[src/rtl/wbck_arbiter.sv]
// Write-back arbiter for the single register-file write port (LSU, mul/div, ALU),
// plus a scoreboard of destination registers with long-latency results outstanding.
module wbck_arbiter #(
  parameter int unsigned STARVE_LIM = 4
) (
  input  logic        clk,
  input  logic        rst,
  input  logic        alu_valid,
  output logic        alu_ready,
  input  logic [4:0]  alu_idx,
  input  logic [31:0] alu_dat,
  input  logic        lsu_valid,
  output logic        lsu_ready,
  input  logic [4:0]  lsu_idx,
  input  logic [31:0] lsu_dat,
  input  logic        lng_valid,
  output logic        lng_ready,
  input  logic [4:0]  lng_idx,
  input  logic [31:0] lng_dat,
  input  logic        disp_valid,
  input  logic [4:0]  disp_idx,
  output logic        disp_ready,
  input  logic [4:0]  src1_idx,
  input  logic [4:0]  src2_idx,
  output logic        src1_hzd,
  output logic        src2_hzd,
  output logic [31:0] pend_vec,
  output logic        wbck_dest_wen,
  output logic [4:0]  wbck_dest_idx,
  output logic [31:0] wbck_dest_dat
);

  localparam logic [3:0] STV_LIM = 4'(STARVE_LIM);

  typedef enum logic [1:0] {
    SEL_NONE = 2'd0,
    SEL_LSU  = 2'd1,
    SEL_LNG  = 2'd2,
    SEL_ALU  = 2'd3
  } sel_e;

  sel_e        sel_s;
  logic        alu_first_s;
  logic [4:0]  gnt_idx_s;
  logic [31:0] gnt_dat_s;

  logic [3:0]  stv_q, stv_d;
  logic [31:0] pend_q, pend_d;
  logic        wen_q, wen_d;
  logic [4:0]  idx_q, idx_d;
  logic [31:0] dat_q, dat_d;

  assign alu_first_s = (stv_q == STV_LIM);

  // Priority select; a starved ALU jumps to the front for one cycle.
  always_comb begin
    sel_s = SEL_NONE;
    if (alu_first_s && alu_valid) begin
      sel_s = SEL_ALU;
    end else if (lsu_valid) begin
      sel_s = SEL_LSU;
    end else if (lng_valid) begin
      sel_s = SEL_LNG;
    end else if (alu_valid) begin
      sel_s = SEL_ALU;
    end else begin
      sel_s = SEL_NONE;
    end
  end

  assign lsu_ready = (sel_s == SEL_LSU);
  assign lng_ready = (sel_s == SEL_LNG);
  assign alu_ready = (sel_s == SEL_ALU);

  // Write-port payload of the granted producer.
  always_comb begin
    gnt_idx_s = 5'd0;
    gnt_dat_s = 32'd0;
    case (sel_s)
      SEL_LSU: begin
        gnt_idx_s = lsu_idx;
        gnt_dat_s = lsu_dat;
      end
      SEL_LNG: begin
        gnt_idx_s = lng_idx;
        gnt_dat_s = lng_dat;
      end
      SEL_ALU: begin
        gnt_idx_s = alu_idx;
        gnt_dat_s = alu_dat;
      end
      default: begin
        gnt_idx_s = 5'd0;
        gnt_dat_s = 32'd0;
      end
    endcase
  end

  // Starvation counter: counts consecutive denied ALU cycles, saturating.
  always_comb begin
    stv_d = stv_q;
    if (!alu_valid || (sel_s == SEL_ALU)) begin
      stv_d = 4'd0;
    end else if (stv_q < STV_LIM) begin
      stv_d = stv_q + 4'd1;
    end else begin
      stv_d = stv_q;
    end
  end

  // Output stage next state; x0 grants consume the producer but never write.
  always_comb begin
    wen_d = 1'b0;
    idx_d = idx_q;
    dat_d = dat_q;
    if (sel_s != SEL_NONE) begin
      wen_d = (gnt_idx_s != 5'd0);
      idx_d = gnt_idx_s;
      dat_d = gnt_dat_s;
    end else begin
      wen_d = 1'b0;
    end
  end

  // Scoreboard: clear on the register-file write, then set on dispatch so a collision stays pending.
  always_comb begin
    pend_d = pend_q;
    if (wen_q) begin
      pend_d[idx_q] = 1'b0;
    end else begin
      pend_d = pend_q;
    end
    if (disp_valid && disp_ready && (disp_idx != 5'd0)) begin
      pend_d[disp_idx] = 1'b1;
    end else begin
      pend_d[0] = 1'b0;
    end
    pend_d[0] = 1'b0;
  end

  // State registers with synchronous reset.
  always_ff @(posedge clk) begin
    if (rst) begin
      stv_q  <= 4'd0;
      pend_q <= 32'd0;
      wen_q  <= 1'b0;
      idx_q  <= 5'd0;
      dat_q  <= 32'd0;
    end else begin
      stv_q  <= stv_d;
      pend_q <= pend_d;
      wen_q  <= wen_d;
      idx_q  <= idx_d;
      dat_q  <= dat_d;
    end
  end

  assign disp_ready    = (disp_idx == 5'd0) ? 1'b1 : ~pend_q[disp_idx];
  assign src1_hzd      = (src1_idx != 5'd0) & pend_q[src1_idx];
  assign src2_hzd      = (src2_idx != 5'd0) & pend_q[src2_idx];
  assign pend_vec      = pend_q;
  assign wbck_dest_wen = wen_q;
  assign wbck_dest_idx = idx_q;
  assign wbck_dest_dat = dat_q;

endmodule

[config.mk]
export PLATFORM = sky130hd
export DESIGN_NAME = wbck_arbiter
export DESIGN_NICKNAME = d
export VERILOG_FILES = /design/src/rtl/wbck_arbiter.sv
export SDC_FILE = /design/constraint.sdc
export NUM_CORES = 1
export LEC_CHECK = 0
export BUFFER_PORTS_ARGS = -buffer_cell sky130_fd_sc_hd__buf_2
export CORE_UTILIZATION = 45
export DETAILED_ROUTE_END_ITERATION = 7
export PLACE_DENSITY = 0.78
export SLEW_MARGIN = 20
export SYNTH_ARGS = -nofsm -noshare
export SYNTH_HDL_FRONTEND = slang
export SYNTH_SLANG_ARGS = --single-unit
[constraint.sdc]
create_clock -name clk -period 2.5 [get_ports clk]
set_clock_uncertainty 0.15 [all_clocks]
set_input_delay 0.25 -clock clk [delete_from_list [all_inputs] [get_ports clk]]
set_output_delay 0.25 -clock clk [all_outputs]
set_load 0.02 [all_outputs]
---- Yosys cells after proc, flatten, opt, wreduce, memory -nomap -nowiden ----
Cells that the tools add are included.
operators by class
  $add $sub $neg .......................... 1
  order comparisons ....................... 7
  eq/ne operators ......................... 4
  muxes and demuxes ....................... 19
  bitwise gates (word level) .............. 7
  reduce and logical (&&, ||, !) cells .... 15
operator list
  kind                                                               number
  case mux 32 bit (3 select lines)                                   1
  bitwise AND 32 bit                                                 1
  two-way mux 32 bit                                                 1
  NOT 32 bit                                                         1
  OR 32 bit                                                          1
  two-way mux 31 bit                                                 1
  < comparator 5 x 6 -> 1 bit, second input constant                 4
  nonzero test 5 bit                                                 4
  binary-select mux 1 bit (select 5 bit)                             3
  case mux 5 bit (3 select lines)                                    1
  demux 1 bit (select 5 bit)                                         2
  greater-or-equal comparator 5 x 1 -> 1 bit, second input constant  2
  two-way mux 2 bit                                                  4
  two-way mux 1 bit                                                  6
  logical AND 1 bit                                                  5
  logical NOT 5 bit                                                  1
  adder 4 x 1 -> 4 bit, second input constant                        1
  equality test 2 bit, second input constant                         2
  equality test 4 x 3 -> 1 bit, second input constant                1
  < comparator 4 x 3 -> 1 bit, second input constant                 1
  OR reduction 2 bit                                                 2
  bitwise AND 1 bit                                                  2
  equality test 2 x 1 -> 1 bit, second input constant                1
  NOT 1 bit                                                          2
  3 further kinds                                                    3
word-level totals
  register bits after elaboration ......... 74
  output and inout port bits .............. 76
  word-level logic and storage cells ...... 59

---- Longest topological paths before layout ----
Gate-level depths: netlist of the first run.
  depth after elaboration ................. 9
  depth in mapped cells ................... 9
  gate-level depth less buffers ........... 7

---- Worst setup path after synthesis of the first run ----
Ideal clock, no wire load.
  path type ............................... input-to-output
  start ................................... in src1_idx[0]
  end ..................................... out src1_hzd
  arrival ................................. 1.766 ns
  required time ........................... 2.100 ns
  slack ................................... 0.334 ns
  stages on the path ...................... 4
  path through ............................ buf_2 > mux4_2 > mux4_2 > mux2_2
between the ends
  word-level cells in the longest chain between the ends .. 3
  elaborated cells between the ends (all ways) .. 4
  those cells by class .................... 2 x mux; 1 x bitwise; 1 x reduce/logical
ends and longest elaborated chain
  element                                  line  text
  from (decl)                              23    input logic [4:0] src1_idx,
  binary-select mux 1 bit (select 5 bit)   159   assign src1_hzd = (src1_idx != 5'd0) & pend_q[src1_idx];
  two-way mux 1 bit (implied by the code)  159
  bitwise AND 1 bit *                      159
  to (decl)                                25    output logic src1_hzd,
Mark *: on every way between the ends. The rest lies on a longest branch, timed or not. The select of a mux whose other input is x is not followed.

---- Worst setup path in the final report of the first run ----
  start ................................... reg pend_q[15], in the netlist pend_vec[15]
  end ..................................... out src2_hzd
between the ends
  word-level cells in the longest chain between the ends .. 3
ends and longest elaborated chain
  element                                  line  text
  from (decl)                              48    logic [31:0] pend_q, pend_d;
  from (signal assigned)                   151   pend_q <= pend_d;
  binary-select mux 1 bit (select 5 bit)   160   assign src2_hzd = (src2_idx != 5'd0) & pend_q[src2_idx];
  two-way mux 1 bit (implied by the code)  160
  bitwise AND 1 bit                        160
  to (decl)                                26    output logic src2_hzd,
Every way passes these cells. The select of a mux whose other input is x is not followed.

==> results of run 1 <==
-- cells by family after synthesis --
family,Yosys count,synth area share (%)
muxes,65,22.0
other,1,0.0847
adders and majority gates,2,0.565
DFF,73,33.0
buffers and inverters,46,4.47
xor gates and xnor gates,1,0.198
AOI/OAI and AO/OA,113,16.9
and+or+nand+nor,197,22.8
-- metal layers --
metal | up-vias | GRT usage [%]
met5 | - | 0
met1 | 2252 | 34.6
met2 | 303 | 49.5
li1 | 2249 | -
met4 | 0 | 13.3
met3 | 30 | 4.97
-- flip-flops by register name, indices dropped and copies added, names as in the netlist --
signal         flops
wbck_dest_wen      1
wbck_dest_idx      5
pend_vec          31
wbck_dest_dat     32
stv_q              4
-- worst paths after layout --
check | end | slack [ns]
worst max-delay path | src2_hzd | -0.002
worst min-delay path | wbck_dest_idx[4] | 0.07
worst max register to register | wbck_dest_dat[3] | 0.29
worst min register to register | wbck_dest_dat[19] | 0.35
-- metrics by stage --
stage	worst slack (ns)	total power (µW)	instances	TNS [ns]
2_1_floorplan	0.334	1650	498	0
3_3_place_gp	0.193	1900	812	0
3_5_place_dp	0.141	1910	812	0
4_1_cts	0.0000249	2840	828	0
5_1_grt	-0.0440	2950	828	-0.0505
6_report	-0.00206	2830	828	-0.00206
-- cells in the final DEF, fill, tap and decap left out, types with 2 or more instances in the layout --
cell type	count
nor2b_1	19
buf_12	2
clkinvlp_4	3
o21ai_1	20
mux2i_1	32
mux4_2	25
and3b_1	3
a2111oi_0	32
nor3b_1	6
o31ai_1	2
buf_4	15
nor2_1	39
a21oi_1	9
and3_1	2
and4_1	2
inv_1	7
clkinv_2	2
dfxtp_1	59
nand3_1	10
nand3b_1	20
dfxtp_2	13
and2_1	2
nand2_1	50
a22o_1	4
mux2_2	8
clkbuf_8	9
o21ai_0	32
nor3_1	35
buf_2	205
ha_1	2
a22oi_1	8
-- worst register-to-register path: stages, from the launching register on --
cell and delay (ns):
dfxtp_1 0.38, inv_1 0.06, ha_1 0.22, and3b_1 0.20
o21ai_2 0.19, nand2_4 0.17, buf_12 0.22, a2111oi_0 0.46
-- repair_timing --
item	in CTS	in global routing
resized for setup	12	7
setup buffers	0	0
pin swaps	0	0
setup endpoints to repair	3	3
-- final cells by class --
type / instances / area share [%]
Tap cell: 129 / 2.77
Clock buffer: 9 / 2.12
Inverter: 8 / 0.515
Sequential cell: 73 / 25.4
Clock inverter: 7 / 1.22
Timing Repair Buffer: 223 / 20.4
Multi-Input combinational cell: 379 / 47.6
-- power by group --
| group | switching, µW | internal, µW |
|---|---|---|
| clock | 477 | 458 |
| sequential | 55.4 | 1230 |
| combinational | 353 | 260 |
==> flow_metrics.py, run 1 <==
metrics = {
    "layout": {
        "drive_gt1_share_pct": 42.2,
        "nets": 828,
        "diodes": 0,
        "fin_util_pct": 62.3,
        "multi_input_area_mm2": 0.00278,
        "regArea_mm2": 0.00148,
        "synthToLayoutAreaGrowth_pct": 31.9,
        "fin_area_mm2": 0.00584,
        "fillers": 853,
    },
    "yosys": {
        "syn_area_mm2": 0.00443,
        "syn_avg_cell_area_um2": 8.89,
        "yosysTopAreaCellShare_pct": 33.0,
        "synthTopCellsByCount": "dfxtp_1, nand2_1, nor2_1",
        "synthArstFlopShare_pct": 0,
        "synth_cell_types": 44,
        "ys_ff_latch": 73,
        "synthTopCellsByArea": "dfxtp_1, mux4_2, mux2i_1",
        "yosysWarnings": 0,
        "synthCells": 498,
        "synth_most_common_cell": "dfxtp_1",
        "yosys.area.top_type": "dfxtp_1",
        "ys_seq_area_share_pct": 33.0,
        "ys_dominant_reg_cell": "dfxtp_1",
        "synth_nets": 632,
        "synth_edf_count": 0,
    },
    "floorplan": {
        "start_util_pct": 47.2,
        "io_pins": 208,
        "die_w_um": 101,
        "rows": 35,
        "fp.dieH_um": 101,
        "core_area_mm2": 0.00937,
        "die-area_mm2": 0.0102,
    },
    "critical_path": {
        "crit_fanout": 5,
        "cp_cell_sequence": "mux4_2, mux4_2, mux2_2, buf_2",
        "crit_slowest_cell": "mux4_2",
        "crit_family": "multiplexers",
        "r2r_cells": 7,
        "cp_common_cell": "mux4_2",
        "required_ns": 2.10,
        "crit_path_max_incr_delay_ns": 0.48,
        "worst_setup_path_start_kind": "register",
        "worst-endpoint-arrival_ns": 2.10,
        "end_kind": "output port",
        "critPathKind": "register to output port",
        "critPathLaunch": "pend_vec[15]",
        "regToRegStartpoint": "stv_q[0]",
        "path_depth": 4,
        "worst-path-buf-inv": 1,
    },
    "sta": {
        "finalSetupViolCount": 1,
        "fmax_mhz": 400,
        "holdWs_ns": 0.0679,
        "tightest_slew_ns": 0.711,
        "slew_headroom_pct": 52.5,
        "drv_slew": 0,
        "setup_ws_ns": -0.00206,
        "fin_crit_ns": 2.50,
        "hold_violations": 0,
        "finalCritPeriodShare_pct": 100,
        "rsz0062_at_grt": "yes",
    },
    "hold_path": {
        "timing.hold.worst.class": "primary input to register",
        "hold_path_startpoint": "lng_idx[4]",
        "whs_path_depth": 3,
    },
    "clock_tree": {
        "cts_tree": "done",
        "cts-root-buf": "clkbuf_8",
        "clk-insertion-delay-late_ns": 0.36,
        "clockBufferDepth": 2,
        "clk_pin_slew_worst_paths_ns": 0.09,
        "clock_sinks": 73,
        "ctsHoldBuffers": 0,
        "numCtsBuffers": 9,
        "htreeDepth": 3,
    },
    "global_route": {
        "grt_pass1_wl_um": 22700,
        "grt_overflow": 0,
        "antenna_found_initial": 1,
        "track_usage_pct": 28.6,
        "grt_max_degree": 71,
        "grt_pass1_vias": 4465,
    },
    "detailed_routing": {
        "top_layer": "met4",
        "vias": 4834,
        "firstDrtPassIters": 4,
        "wl_met2_um": 7270,
        "vias_per_cell": 5.84,
        "drc": 0,
        "drt_iter0_markers": 231,
        "wl_met1_um": 5640,
        "wl_um": 14600,
        "antenna_left": 0,
        "wl_per_cell_um": 17.6,
        "route.met3.wl_um": 1220,
    },
    "placed_design": {
        "place_area_mm2": 0.00561,
        "io_buffers": 206,
        "globalplace.congestion": 0.988,
        "dp_hpwl_um": 11000,
    },
    "status": {
        "violations": "setup timing",
        "status": "finished, violations left",
    },
    "power": {
        "leakage_uw": 0.00255,
        "power_density_mw_per_mm2": 485,
        "vdd_drop_max_mv": 0.293,
    },
    "job": {
        "drv_cap": 0,
    },
}
(Power assumes the default switching activity.)
==> run 2, diff against run 1 <==
--- a/constraint.sdc
+++ b/constraint.sdc
@@ -4,2 +4,2 @@
 set_output_delay 0.25 -clock clk [all_outputs]
-set_load 0.02 [all_outputs]
+set_load 0.05 [all_outputs]
==> flow_metrics.py, run 2 (synthesis results as in run 1) <==
metrics = {
    "critical_path": {
        "end_kind": "output port",
        "required_ns": 2.10,
        "r2r_cells": 8,
        "worst_setup_path_start_kind": "register",
        "worst-path-buf-inv": 1,
        "worst-endpoint-arrival_ns": 2.11,
        "rrSetupSlack_ns": 0.32,
        "cp_cell_sequence": "mux4_2, mux4_2, mux2_2, buf_6",
        "crit_path_max_incr_delay_ns": 0.47,
        "r2r-end": "wbck_dest_dat[31]",
        "cp_common_cell": "mux4_2",
        "crit_slowest_cell": "mux4_2",
        "critPathKind": "register to output port",
        "crit_family": "multiplexers",
        "regToRegStartpoint": "stv_q[1]",
        "crit_fanout": 5,
    },
    "hold_path": {
        "hold_path_startpoint": "lng_idx[4]",
        "min_to": "wbck_dest_idx[4]",
        "whs_path_depth": 3,
        "timing.hold.worst.class": "primary input to register",
    },
    "floorplan": {
        "die-area_mm2": 0.0102,
        "start_util_pct": 47.2,
        "io_pins": 208,
        "fp.dieH_um": 101,
        "rows": 35,
        "die_w_um": 101,
        "core_area_mm2": 0.00937,
    },
    "clock_tree": {
        "clockBufferDepth": 2,
        "numCtsBuffers": 9,
        "htreeDepth": 3,
        "clk-insertion-delay-late_ns": 0.35,
        "cts-root-buf": "clkbuf_8",
        "ctsHoldBuffers": 0,
        "cts_tree": "done",
        "clk_pin_slew_worst_paths_ns": 0.08,
        "clock_sinks": 73,
    },
    "global_route": {
        "grt_pass1_vias": 4628,
        "grt_pass1_wl_um": 23000,
        "grt_overflow": 0,
        "track_usage_pct": 29.0,
        "antenna_found_initial": 0,
        "grt_max_degree": 71,
    },
    "detailed_routing": {
        "antenna_left": 0,
        "wl_per_cell_um": 18.2,
        "vias_per_cell": 5.90,
        "wl_um": 15100,
        "drc": 0,
        "firstDrtPassIters": 5,
        "vias": 4901,
        "drt_iter0_markers": 260,
    },
    "job": {
        "drv_cap": 0,
    },
    "power": {
        "seqPwrFrac_pct": 42.3,
        "vdd_drop_max_mv": 0.314,
        "p_switching_uw": 1020,
        "power_density_mw_per_mm2": 513,
        "switching_share_pct": 33.8,
        "p_clk_share_pct": 32.1,
        "pwr-share-comb_pct": 25.7,
        "p_int_uw": 2010,
        "leakage_uw": 0.00259,
    },
    "layout": {
        "synthToLayoutAreaGrowth_pct": 33.7,
        "drive_gt1_share_pct": 43.7,
        "diodes": 0,
        "stdcell_count": 831,
        "largest_register_ffs": 32,
        "mostFrequentLayoutCell": "buf_2",
        "nets": 831,
        "mostFrequentLayoutCells": "buf_2, nand2_1, dfxtp_1",
    },
    "sta": {
        "rsz0062_at_grt": "yes",
        "fin_crit_ns": 2.51,
        "hold_violations": 0,
        "fmax_mhz": 399,
        "drv_slew": 0,
        "tightest_slew_ns": 0.742,
        "finalSetupViolCount": 1,
        "setup_ws_ns": -0.00705,
        "slew_headroom_pct": 50.4,
        "finalCritPeriodShare_pct": 100,
        "holdWs_ns": 0.0487,
    },
    "placed_design": {
        "dp_hpwl_um": 11100,
        "post-place-ws_ns": 0.0787,
        "placed_cells": 811,
        "io_buffers": 206,
        "globalplace.congestion": 0.965,
    },
    "status": {
        "violations": "setup timing",
        "status": "finished, violations left",
    },
}
-- run 2: layer usage --
| layer | up-vias | GRT usage (%) | part of all wire, % |
|---|---|---|---|
| li1 | 2260 | - | - |
| met1 | 2309 | 35.1 | 39 |
| met2 | 289 | 50.8 | 50 |
| met3 | 43 | 6.42 | 8.6 |
| met4 | 0 | 10.4 | 2.8 |
| met5 | - | 0 | 0 |
-- run 2: what timing repair did --
action / 4_1_cts / 5_1_grt
pin swaps: 0 / 2
setup endpoints to repair: 3 / 5
endpoints found under the hold margin: 0 / 0
resized for setup: 18 / 16
cloned: 0 / 1
setup buffers: 0 / 3
-- run 2: worst max-delay path by stage --
stage                       startpoint       endpoint  slack [ns]  cells after the start
after floorplan               stv_q[0]  wbck_dest_wen        0.07                      7
after global placement     src2_idx[0]       src2_hzd        0.12                      5
after detailed placement   src2_idx[0]       src2_hzd        0.08                      5
after CTS                 pend_vec[19]       src2_hzd       -0.04                      4
after global routing      pend_vec[10]       src2_hzd       -0.05                      4
final                     pend_vec[19]       src2_hzd      -0.007                      4
-- run 2: through the flow --
step	setup TNS, ns	instance area (µm²)	total power, µW	utilization, %
after floorplan	0	4430	1800	-
after global placement	0	5600	2050	59.7
after detailed placement	0	5600	2070	59.7
after CTS	-0.0395	5840	3030	62.3
after global routing	-0.0824	5920	3160	63.1
final	-0.00705	5920	3030	63.1
-- run 2: cell type report --
type	count	area (µm²)
flip-flops and latches	73	1490
well taps	129	161
clock inverters	4	51.3
multi-input cells	379	2780
clock buffers	12	155
repair buffers	226	1240
inverters	8	30.0
fillers	867	3460
-- run 2: power groups by stage --
stage	sequential (µW)	combinational (µW)	clock (µW)
floorplan	1500	294	0
global placement	1310	743	0
detailed placement	1310	759	0
CTS	1280	762	984
global route	1290	824	1050
finish	1280	778	973
-- run 2: worst min-delay path, delay by kind of cell --
| kind | cells | cell delay [ns] |
|---|---|---|
| buffers and inverters | 1 | 0.07 |
| AO/OA/AOI/OAI | 2 | 0.20 |
==> run 3, diff against run 2 <==
PLACE_DENSITY = 0.76   (was 0.78)
==> flow_metrics.py, run 3 (synthesis results as in run 1) <==
metrics = {
    "status": {
        "status": "finished, violations left",
        "violations": "setup timing",
    },
    "sta": {
        "setup_ws_ns": -0.00494,
        "holdWs_ns": 0.0858,
        "fmax_mhz": 399,
        "tns_ns": -0.00494,
        "finalCritPeriodShare_pct": 100,
        "finalSetupViolCount": 1,
        "tightest_slew_ns": 0.715,
        "drv_slew": 0,
        "fin_crit_ns": 2.50,
        "hold_violations": 0,
        "slew_headroom_pct": 52.2,
        "rsz0062_at_grt": "yes",
    },
    "power": {
        "vdd_drop_max_mv": 0.278,
        "power_density_mw_per_mm2": 497,
        "leakage_uw": 0.00260,
        "total_power_uw": 2940,
    },
    "detailed_routing": {
        "wl_per_cell_um": 17.8,
        "drt_iter0_markers": 260,
        "vias_per_cell": 5.89,
        "drc": 0,
        "firstDrtPassIters": 5,
        "antenna_left": 0,
        "wl_um": 14900,
        "vias": 4926,
    },
    "critical_path": {
        "end_kind": "output port",
        "crit_family": "multiplexers",
        "cp_common_cell": "mux4_2",
        "cp_cell_sequence": "mux4_2, mux4_2, mux2_2, buf_6",
        "crit_path_max_incr_delay_ns": 0.48,
        "worst-endpoint-arrival_ns": 2.10,
        "crit_fanout": 5,
        "critPathKind": "register to output port",
        "worst_setup_path_start_kind": "register",
        "crit_slowest_cell": "mux4_2",
        "worst-path-buf-inv": 1,
        "required_ns": 2.10,
    },
    "floorplan": {
        "core_area_mm2": 0.00937,
        "io_pins": 208,
        "start_util_pct": 47.2,
        "rows": 35,
        "die-area_mm2": 0.0102,
        "fp.dieH_um": 101,
        "die_w_um": 101,
    },
    "placed_design": {
        "dp_hpwl_um": 11500,
        "post-place-ws_ns": 0.0903,
        "globalplace.congestion": 0.976,
        "io_buffers": 206,
    },
    "clock_tree": {
        "clk_pin_slew_worst_paths_ns": 0.07,
        "cts-root-buf": "clkbuf_8",
        "clock_sinks": 73,
        "cts_tree": "done",
        "numCtsBuffers": 9,
        "clk-insertion-delay-late_ns": 0.34,
        "ctsHoldBuffers": 0,
        "htreeDepth": 3,
        "clockBufferDepth": 2,
    },
    "job": {
        "drv_cap": 0,
    },
    "global_route": {
        "grt_pass1_vias": 4731,
        "antenna_found_initial": 0,
        "track_usage_pct": 29.3,
        "grt_max_degree": 48,
        "grt_overflow": 0,
        "grt_pass1_wl_um": 23300,
    },
    "layout": {
        "synthToLayoutAreaGrowth_pct": 33.5,
        "fillers": 849,
        "fin_util_pct": 63.0,
        "mostFrequentLayoutCells": "buf_2, dfxtp_1, nand2_1",
        "nets": 838,
        "mostFrequentLayoutCell": "buf_2",
        "diodes": 0,
        "largest_register_ffs": 32,
        "drive_gt1_share_pct": 42.9,
    },
    "hold_path": {
        "timing.hold.worst.class": "primary input to register",
    },
}
-- run 3: repair_timing --
action                     CTS  global route
hold endpoints to repair     0             0
gates resized for setup     13            12
pin swaps                    0             2
setup endpoints to repair    3             4
buffers inserted             0             2
-- run 3: path summary, 6_finish.rpt --
path,startpoint,endpoint,slack (ns),depth (start not counted)
max reg2reg,stv_q[0],wbck_dest_wen,0.24,8
min reg2reg,wbck_dest_dat[13],wbck_dest_dat[13],0.35,2
min,lng_idx[1],wbck_dest_idx[1],0.09,3
max,pend_vec[19],src1_hzd,-0.005,4
-- run 3: layout make-up --
class                      count  area [µm²]  area share, %
multi-input combinational    379        2780           47.1
inverter                       8        30.0          0.508
sequential                    73        1480           25.1
tap                          129         161           2.73
clock buffer                  11         131           2.22
timing repair buffer         233        1280           21.6
clock inverter                 4        45.0          0.762
-- run 3: layer usage --
metal  vias to the layer above  global-route usage (%)  wire (µm)
met5                         -                       0          0
met4                         0                    13.2        450
met3                        41                    5.24       1310
met2                       311                    49.7       7220
met1                      2296                    36.4       5900
li1                       2278                       -          -
-- run 3: where the power goes --
part | switching [µW] | internal [µW] | leakage (µW)
Sequential | 51.8 | 1230 | 0.000608
Combinational | 510 | 267 | 0.00190
Clock | 429 | 452 | 0.0000929
Total | 992 | 1950 | 0.00260
-- run 3: worst reg2reg max path: stages (launching register included) --
cell and delay (ns):
dfxtp_1 0.34, inv_1 0.07, ha_1 0.17, nand4b_1 0.26, nand2_4 0.21, buf_4 0.16
mux2_2 0.33, a22oi_1 0.30, a311oi_1 0.14
-- run 3: through the flow --
stage	area [µm²]	std cells
floorplan	4430	498
global placement	5670	820
detailed placement	5670	820
CTS	5870	835
global route	5910	837
finish	5910	837
